[config.mk]
export PLATFORM = sky130hd
export DESIGN_NAME = rv_data_arbiter_flat
export DESIGN_NICKNAME = d
export VERILOG_FILES = /design/src/rtl/rv_data_arbiter_if.sv /design/src/rtl/rv_data_arbiter.sv /design/src/flat_wrapper.sv
export SDC_FILE = /design/constraint.sdc
export NUM_CORES = 1
export LEC_CHECK = 0
export CORE_AREA = 2 2 122 124
export CTS_BUF_LIST = sky130_fd_sc_hd__clkbuf_4 sky130_fd_sc_hd__clkbuf_8 sky130_fd_sc_hd__clkbuf_16
export DETAILED_ROUTE_END_ITERATION = 16
export DIE_AREA = 0 0 124 126
export PLACE_DENSITY = 0.58
export SLEW_MARGIN = 30
export SYNTH_ARGS = -nofsm -noshare
export SYNTH_HDL_FRONTEND = slang
export SYNTH_SLANG_ARGS = --single-unit
[constraint.sdc]
create_clock -name clk_i -period 3.5 [get_ports clk_i]
set_input_delay 0.35 -clock clk_i [delete_from_list [all_inputs] [get_ports clk_i]]
set_output_delay 0.35 -clock clk_i [all_outputs]
set_load 0.005 [all_outputs]
[src/rtl/rv_data_arbiter_if.sv]
// Bundles the two requester ports and the shared downstream data port of rv_data_arbiter.
// The slave modport is the arbiter's view; master is the surrounding environment's view.
interface rv_data_arbiter_if #(
    parameter int XLEN = 32
);
    logic              m0_req_i, m0_gnt_o, m0_we_i, m0_rvalid_o;
    logic [XLEN/8-1:0] m0_be_i;
    logic [XLEN-1:0]   m0_addr_i, m0_wdata_i, m0_rdata_o;

    logic              m1_req_i, m1_gnt_o, m1_we_i, m1_rvalid_o;
    logic [XLEN/8-1:0] m1_be_i;
    logic [XLEN-1:0]   m1_addr_i, m1_wdata_i, m1_rdata_o;

    logic              data_req_o, data_we_o, data_rvalid_i;
    logic [XLEN/8-1:0] data_be_o;
    logic [XLEN-1:0]   data_addr_o, data_wdata_o, data_rdata_i;

    modport slave (
        input  m0_req_i, m0_we_i, m0_be_i, m0_addr_i, m0_wdata_i,
        output m0_gnt_o, m0_rvalid_o, m0_rdata_o,
        input  m1_req_i, m1_we_i, m1_be_i, m1_addr_i, m1_wdata_i,
        output m1_gnt_o, m1_rvalid_o, m1_rdata_o,
        output data_req_o, data_we_o, data_be_o, data_addr_o, data_wdata_o,
        input  data_rvalid_i, data_rdata_i
    );

    modport master (
        output m0_req_i, m0_we_i, m0_be_i, m0_addr_i, m0_wdata_i,
        input  m0_gnt_o, m0_rvalid_o, m0_rdata_o,
        output m1_req_i, m1_we_i, m1_be_i, m1_addr_i, m1_wdata_i,
        input  m1_gnt_o, m1_rvalid_o, m1_rdata_o,
        input  data_req_o, data_we_o, data_be_o, data_addr_o, data_wdata_o,
        output data_rvalid_i, data_rdata_i
    );
endinterface

[src/rtl/rv_data_arbiter.sv]
// Round-robin arbiter between the LSU (m0) and a secondary requester (m1) for the data port,
// with an in-order ID FIFO that steers each response back to the master that issued it.
module rv_data_arbiter #(
    parameter int XLEN      = 32,
    parameter int MAX_OUTST = 2
) (
    input  logic               clk_i,
    input  logic               rst_ni,
    rv_data_arbiter_if.slave   bus,
    output logic               err_o
);
    localparam int PW = (MAX_OUTST > 1) ? $clog2(MAX_OUTST) : 1;
    localparam int CW = $clog2(MAX_OUTST + 1);
    localparam logic [PW-1:0] PTR_LAST = PW'(MAX_OUTST - 1);
    localparam logic [CW-1:0] CNT_MAX  = CW'(MAX_OUTST);

    logic [MAX_OUTST-1:0] ids_q, ids_d;
    logic [PW-1:0]        wptr_q, wptr_d, rptr_q, rptr_d;
    logic [CW-1:0]        count_q, count_d;
    logic                 prio_q, prio_d;
    logic                 err_q, err_d;

    logic can_issue, gnt0, gnt1, push, pop, head_id, empty;

    always_ff @(posedge clk_i or negedge rst_ni) begin
        if (!rst_ni) begin
            ids_q   <= '0;
            wptr_q  <= '0;
            rptr_q  <= '0;
            count_q <= '0;
            prio_q  <= 1'b0;
            err_q   <= 1'b0;
        end else begin
            ids_q   <= ids_d;
            wptr_q  <= wptr_d;
            rptr_q  <= rptr_d;
            count_q <= count_d;
            prio_q  <= prio_d;
            err_q   <= err_d;
        end
    end

    // A response arriving this cycle frees its slot, so it can admit a new request immediately.
    always_comb begin
        empty     = (count_q == '0);
        can_issue = (count_q < CNT_MAX) | bus.data_rvalid_i;
        gnt0      = can_issue & bus.m0_req_i & (~bus.m1_req_i | ~prio_q);
        gnt1      = can_issue & bus.m1_req_i & (~bus.m0_req_i |  prio_q);
        push      = gnt0 | gnt1;
        pop       = bus.data_rvalid_i & ~empty;
        head_id   = ids_q[rptr_q];
    end

    always_comb begin
        ids_d   = ids_q;
        wptr_d  = wptr_q;
        rptr_d  = rptr_q;
        count_d = count_q;
        prio_d  = prio_q;
        if (push) begin
            ids_d[wptr_q] = gnt1;
            wptr_d        = (wptr_q == PTR_LAST) ? '0 : wptr_q + PW'(1);
            prio_d        = ~gnt1;
        end
        if (pop) begin
            rptr_d = (rptr_q == PTR_LAST) ? '0 : rptr_q + PW'(1);
        end
        if (push && !pop) begin
            count_d = count_q + CW'(1);
        end else if (pop && !push) begin
            count_d = count_q - CW'(1);
        end
        // An unsolicited response is a protocol violation by the downstream and is latched.
        err_d = err_q | (bus.data_rvalid_i & empty);
    end

    always_comb begin
        bus.m0_gnt_o     = gnt0;
        bus.m1_gnt_o     = gnt1;
        bus.data_req_o   = push;
        bus.data_we_o    = 1'b0;
        bus.data_be_o    = '0;
        bus.data_addr_o  = '0;
        bus.data_wdata_o = '0;
        if (gnt0) begin
            bus.data_we_o    = bus.m0_we_i;
            bus.data_be_o    = bus.m0_be_i;
            bus.data_addr_o  = bus.m0_addr_i;
            bus.data_wdata_o = bus.m0_wdata_i;
        end else if (gnt1) begin
            bus.data_we_o    = bus.m1_we_i;
            bus.data_be_o    = bus.m1_be_i;
            bus.data_addr_o  = bus.m1_addr_i;
            bus.data_wdata_o = bus.m1_wdata_i;
        end
        bus.m0_rvalid_o = pop & ~head_id;
        bus.m1_rvalid_o = pop &  head_id;
        bus.m0_rdata_o  = (pop & ~head_id) ? bus.data_rdata_i : '0;
        bus.m1_rdata_o  = (pop &  head_id) ? bus.data_rdata_i : '0;
        err_o           = err_q;
    end
endmodule
[src/flat_wrapper.sv]
// flat-port wrapper written by rule: the top's interface ports become plain ports
module rv_data_arbiter_flat 
#(
    parameter int XLEN      = 32,
    parameter int MAX_OUTST = 2
)
  (clk_i, rst_ni, err_o, bus_m0_req_i, bus_m0_we_i, bus_m0_be_i, bus_m0_addr_i, bus_m0_wdata_i, bus_m0_gnt_o, bus_m0_rvalid_o, bus_m0_rdata_o, bus_m1_req_i, bus_m1_we_i, bus_m1_be_i, bus_m1_addr_i, bus_m1_wdata_i, bus_m1_gnt_o, bus_m1_rvalid_o, bus_m1_rdata_o, bus_data_req_o, bus_data_we_o, bus_data_be_o, bus_data_addr_o, bus_data_wdata_o, bus_data_rvalid_i, bus_data_rdata_i);
  rv_data_arbiter_if #(.XLEN(XLEN)) bus_i ();
  input  logic clk_i;
  input  logic rst_ni;
  output logic err_o;
  input wire logic [$bits(bus_i.m0_req_i)-1:0] bus_m0_req_i;
  input wire logic [$bits(bus_i.m0_we_i)-1:0] bus_m0_we_i;
  input wire logic [$bits(bus_i.m0_be_i)-1:0] bus_m0_be_i;
  input wire logic [$bits(bus_i.m0_addr_i)-1:0] bus_m0_addr_i;
  input wire logic [$bits(bus_i.m0_wdata_i)-1:0] bus_m0_wdata_i;
  output wire logic [$bits(bus_i.m0_gnt_o)-1:0] bus_m0_gnt_o;
  output wire logic [$bits(bus_i.m0_rvalid_o)-1:0] bus_m0_rvalid_o;
  output wire logic [$bits(bus_i.m0_rdata_o)-1:0] bus_m0_rdata_o;
  input wire logic [$bits(bus_i.m1_req_i)-1:0] bus_m1_req_i;
  input wire logic [$bits(bus_i.m1_we_i)-1:0] bus_m1_we_i;
  input wire logic [$bits(bus_i.m1_be_i)-1:0] bus_m1_be_i;
  input wire logic [$bits(bus_i.m1_addr_i)-1:0] bus_m1_addr_i;
  input wire logic [$bits(bus_i.m1_wdata_i)-1:0] bus_m1_wdata_i;
  output wire logic [$bits(bus_i.m1_gnt_o)-1:0] bus_m1_gnt_o;
  output wire logic [$bits(bus_i.m1_rvalid_o)-1:0] bus_m1_rvalid_o;
  output wire logic [$bits(bus_i.m1_rdata_o)-1:0] bus_m1_rdata_o;
  output wire logic [$bits(bus_i.data_req_o)-1:0] bus_data_req_o;
  output wire logic [$bits(bus_i.data_we_o)-1:0] bus_data_we_o;
  output wire logic [$bits(bus_i.data_be_o)-1:0] bus_data_be_o;
  output wire logic [$bits(bus_i.data_addr_o)-1:0] bus_data_addr_o;
  output wire logic [$bits(bus_i.data_wdata_o)-1:0] bus_data_wdata_o;
  input wire logic [$bits(bus_i.data_rvalid_i)-1:0] bus_data_rvalid_i;
  input wire logic [$bits(bus_i.data_rdata_i)-1:0] bus_data_rdata_i;
  assign bus_i.m0_req_i = bus_m0_req_i;
  assign bus_i.m0_we_i = bus_m0_we_i;
  assign bus_i.m0_be_i = bus_m0_be_i;
  assign bus_i.m0_addr_i = bus_m0_addr_i;
  assign bus_i.m0_wdata_i = bus_m0_wdata_i;
  assign bus_m0_gnt_o = bus_i.m0_gnt_o;
  assign bus_m0_rvalid_o = bus_i.m0_rvalid_o;
  assign bus_m0_rdata_o = bus_i.m0_rdata_o;
  assign bus_i.m1_req_i = bus_m1_req_i;
  assign bus_i.m1_we_i = bus_m1_we_i;
  assign bus_i.m1_be_i = bus_m1_be_i;
  assign bus_i.m1_addr_i = bus_m1_addr_i;
  assign bus_i.m1_wdata_i = bus_m1_wdata_i;
  assign bus_m1_gnt_o = bus_i.m1_gnt_o;
  assign bus_m1_rvalid_o = bus_i.m1_rvalid_o;
  assign bus_m1_rdata_o = bus_i.m1_rdata_o;
  assign bus_data_req_o = bus_i.data_req_o;
  assign bus_data_we_o = bus_i.data_we_o;
  assign bus_data_be_o = bus_i.data_be_o;
  assign bus_data_addr_o = bus_i.data_addr_o;
  assign bus_data_wdata_o = bus_i.data_wdata_o;
  assign bus_i.data_rvalid_i = bus_data_rvalid_i;
  assign bus_i.data_rdata_i = bus_data_rdata_i;
  rv_data_arbiter #(.XLEN(XLEN), .MAX_OUTST(MAX_OUTST)) u_core (.clk_i(clk_i), .rst_ni(rst_ni), .bus(bus_i), .err_o(err_o));
endmodule
# Word level (Yosys, flattened, before mapping)
# Index checks and enable logic that the tools add are counted.
# word_totals
register_bits,8
input_bits,175
elab_cells,59
# classes
n_addsub,4
order_cmp,4
n_mux,19
bitwise_logic,19
n_reduce_logical,7
# ops
cell,n
$mux 32,6
$and 1x1->1,8
$mux 4,2
$mux 1,7
$not 1->1,6
$or 1x1->1,5
$lt 1x2->1 const B,2
$mux 2,2
$logic_and 1x1->1,3
$add 1x1->1 const B,2
$add 2x1->2 const B,1
$bwmux 2,1
$logic_not 1->1,2
$logic_not 2->1,1
$lt 2x2->1 const B,1
$reduce_bool 2->1,1
$sub 2x1->2 const B,1
$demux 1 s1,1
$ge 1x1->1 const B,1

# Longest topological paths before layout
# logic_depth
ltp_word,9
depth_mapped,6
mapped_depth_nobuf,6

# Worst setup path after synthesis
# OpenSTA, ideal clock, no wires.
# synth_path
path_kind,input port to output port
start,in bus_data_rvalid_i
end,out bus_data_wdata_o[22]
t_arrival_ns,1.223
path_slack_ns,1.927
stages,5
cell_sequence,nand2b_2 -> and3_1 -> buf_6 -> buf_6 -> a22o_1
# synth_between
elab_chain_cells,5
# synth_lines
element,line_no,text
start: declaration,flat_wrapper.sv:33,input wire logic [$bits(bus_i.data_rvalid_i)-1:0] bus_data_rvalid_i;
$or 1x1->1,rv_data_arbiter.sv:46,can_issue = (count_q < CNT_MAX) | bus.data_rvalid_i;
$and 1x1->1 (2 in series),rv_data_arbiter.sv:48,gnt1 = can_issue & bus.m1_req_i & (~bus.m0_req_i | prio_q);
net bus_m1_gnt_o,flat_wrapper.sv:25,output wire logic [$bits(bus_i.m1_gnt_o)-1:0] bus_m1_gnt_o;
$mux 32,rv_data_arbiter.sv:90,end else if (gnt1) begin
$mux 32,rv_data_arbiter.sv:85,if (gnt0) begin
end: declaration,flat_wrapper.sv:32,output wire logic [$bits(bus_i.data_wdata_o)-1:0] bus_data_wdata_o;
# The timed path passes the listed nets, and every way through them passes these cells.

# Worst setup path after layout
# layout_path
start,in bus_data_rvalid_i
end,out bus_data_addr_o[26]
# layout_between
elab_chain_cells,5
# layout_lines
element,line_no,text
$or 1x1->1 *,rv_data_arbiter.sv:46,
$and 1x1->1 (2 in series),rv_data_arbiter.sv:48,
$mux 32,rv_data_arbiter.sv:90,
$mux 32 *,rv_data_arbiter.sv:85,
end: declaration,flat_wrapper.sv:31,output wire logic [$bits(bus_i.data_addr_o)-1:0] bus_data_addr_o;
# Every way passes the cells marked *; elsewhere a longest branch is shown, timed or not.

==> results.toml <==
[pwr]
ir_worst_vdd_v = 0.000270
p_sw_uw = 677
p_seq_share_pct = 8.6
pwr-share-clk_pct = 9.3
p_sw_share_pct = 32.8
internal_power_uw = 1390
comb_power_share_pct = 82.1
cellPowerDensity_mw_per_mm2 = 422
cellLeakagePower_uw = 0.00187

[finish]
syn_to_final_growth_pct = 217
final_cells = 673
num_antenna_cells = 0
nets = 667
drive_gt1_share_pct = 2.86

[grt]
grt_max_degree = 55
gr-usage-met1_pct = 14.8
grtUsageTotal_pct = 13.7
grt_pass1_vias = 2913
antenna_found_initial = 0
gr-total-overflow = 0
grt_busiest_layer = "met2"
grt_pass1_wl_um = 16300
grt_util_met2_pct = 26.3
grtUsageMet3_pct = 4.21

[die]
die_h_um = 126
die_x_um = 124
dieArea_mm2 = 0.0156
start_util_pct = 10.8
ios = 314
rows = 44
core_area_mm2 = 0.0143

[synthesis]
postSynthCellCount = 189
ys_top_cells_by_count = "a22o_1, and2_1, buf_2"
synth-edff-count = 0
netlist_area_mm2 = 0.00155
synth_seq_cells = 8
synth_flop_cell = "dfrtp_1"
yosysWarnings = 0
synth.distinct_cells = 23
synth_area_per_cell_um2 = 8.18
async_flop_share_pct = 100
yosys-top-cells-area = "a22o_1, and2_1, dfrtp_1, buf_6, buf_2"
synth.largest_area_cell = "a22o_1"
synth_top_area_share_pct = 40.2
yosysMostFrequentCell = "a22o_1"
synthesis.nets = 365
yosysSeqAreaShare_pct = 12.9

[sta]
setup_tns_ns = 0
fmax_mhz = 347
fin_crit_sh_pct = 82.4
hold_ws_ns = 0.404
skew_ns = 0.000153
final-setup-viol-count = 0
tightest_slew_ns = 0.370
min_period_ns = 2.88
finalMaxSlewViolations = 0
rsz0062_at_grt = "false"
slew-limit-headroom_pct = 75.2
hold_violations = 0

[clock_tree]
htree_levels = 1
cts_max_path_buffers = 2
postCtsSetupRepairBufs = 0
clock_latency_ns = 0.23
hold_buffers = 0
cts.clk_slew.worst_paths_ns = 0.04
cts-buffers-inserted = 3
cts_tree = "done"
cts.sinks = 8
postCtsResizedCells = 0
cts_root_buf = "clkbuf_16"

[setup_path]
reg2regPathDepth = 4
arrival_ns = 2.53
crit_type = "primary input to output port"
end_kind = "output port"
worstPathRequired_ns = 3.15
path_max_fanout = 54
startpoint_type = "primary input"

[place]
dp.final_hpwl_um = 10300
place_congestion = 0.783
placed_cells = 670
port_buffers = 313

[worst_hold_path]
hold_class = "primary input to asynchronous set/reset pin"

[drt]
via_per_inst = 4.10
num_vias = 2757
dr.pass1.iters = 4
drt_wl_total_um = 11600
drtIter0Drc = 44
drc_errors = 0
wl_per_cell_um = 17.3
ant_nets = 0

[flow_run]
drv_cap = 0

[run_status]
outcome = "completed"
sequential cells by signal, summed over array words and instances, names as in the netlist:
name / count
u_core.wptr_q: 1
u_core.rptr_q: 1
u_core.prio_q: 1
u_core.count_q: 2
u_core.ids_q: 2
u_core.err_o: 1
per-layer routing:
metal | vias to the layer above | wire length, um
li1 | 1302 | -
met1 | 1264 | 4280
met2 | 183 | 5950
met3 | 8 | 1320
met4 | 0 | 95
met5 | - | 0
path summary, 6_finish.rpt:
check	from	end	slack, ns
setup reg to reg	u_core.count_q[1]	u_core.ids_q[1]	1.98
setup / recovery	bus_data_rvalid_i	bus_data_addr_o[26]	0.62
min in group clk_i	u_core.err_o	u_core.err_o	0.46
max in group asynchronous	rst_ni	u_core.err_o	2.83
hold reg to reg	u_core.err_o	u_core.err_o	0.46
hold / removal	rst_ni	u_core.ids_q[1]	0.40
power by group through the flow:
stage | clock network (uW) | logic (uW) | registers [uW]
floorplan | 0 | 685 | 170
global placement | 0 | 1700 | 176
detailed placement | 0 | 1710 | 180
CTS | 193 | 1720 | 179
global route | 199 | 1850 | 183
finish | 191 | 1700 | 178
final cells by class:
type / count / area (um2)
clock buffer: 3 / 75.1
inverter: 1 / 3.75
fill: 1487 / 9410
tap: 184 / 230
multi-input combinational: 158 / 1190
timing repair buffer: 319 / 3200
sequential: 8 / 200
kinds of logic (layout without fill, tap and decap cells):
family          count (synthesis)  after routing  share of synthesized area (%)
compound gates                 76             76                           42.5
buf+inv                        23            323                           10.3
xor+xnor                        5              5                           2.83
flops                           8              8                           12.9
mux                             1              1                          0.647
simple gates                   75             75                           30.0
fa+ha+maj                       1              1                          0.809
placed cells by master, fill, tap and decap left out, types with 2 or more instances in the layout:
master,instances
clkbuf_16,3
and2_1,64
xnor2_1,3
clkdlybuf4s50_1,313
buf_4,4
a22o_1,71
xor2_1,2
nor2_1,3
dfrtp_1,8
and3_2,2
nand4_1,2
buf_12,2
critical path: stages:
cell and delay, ns:
clkdlybuf4s50_1 0.51, nand2b_2 0.20, and3_2 0.37, buf_12 0.28, buf_4 0.19, a22o_1 0.12
clkdlybuf4s50_1 0.49
stage by stage:
step           total power (uW)  utilization (%)  area, um2  setup slack [ns]
2_1_floorplan               855                -       1550              1.93
3_3_place_gp               1880             33.7       4830             0.638
3_5_place_dp               1890             33.7       4830             0.593
4_1_cts                    2090             34.2       4900             0.600
5_1_grt                    2230             34.2       4900             0.493
6_report                   2070             34.2       4900             0.616
(Power assumes the default switching activity.)
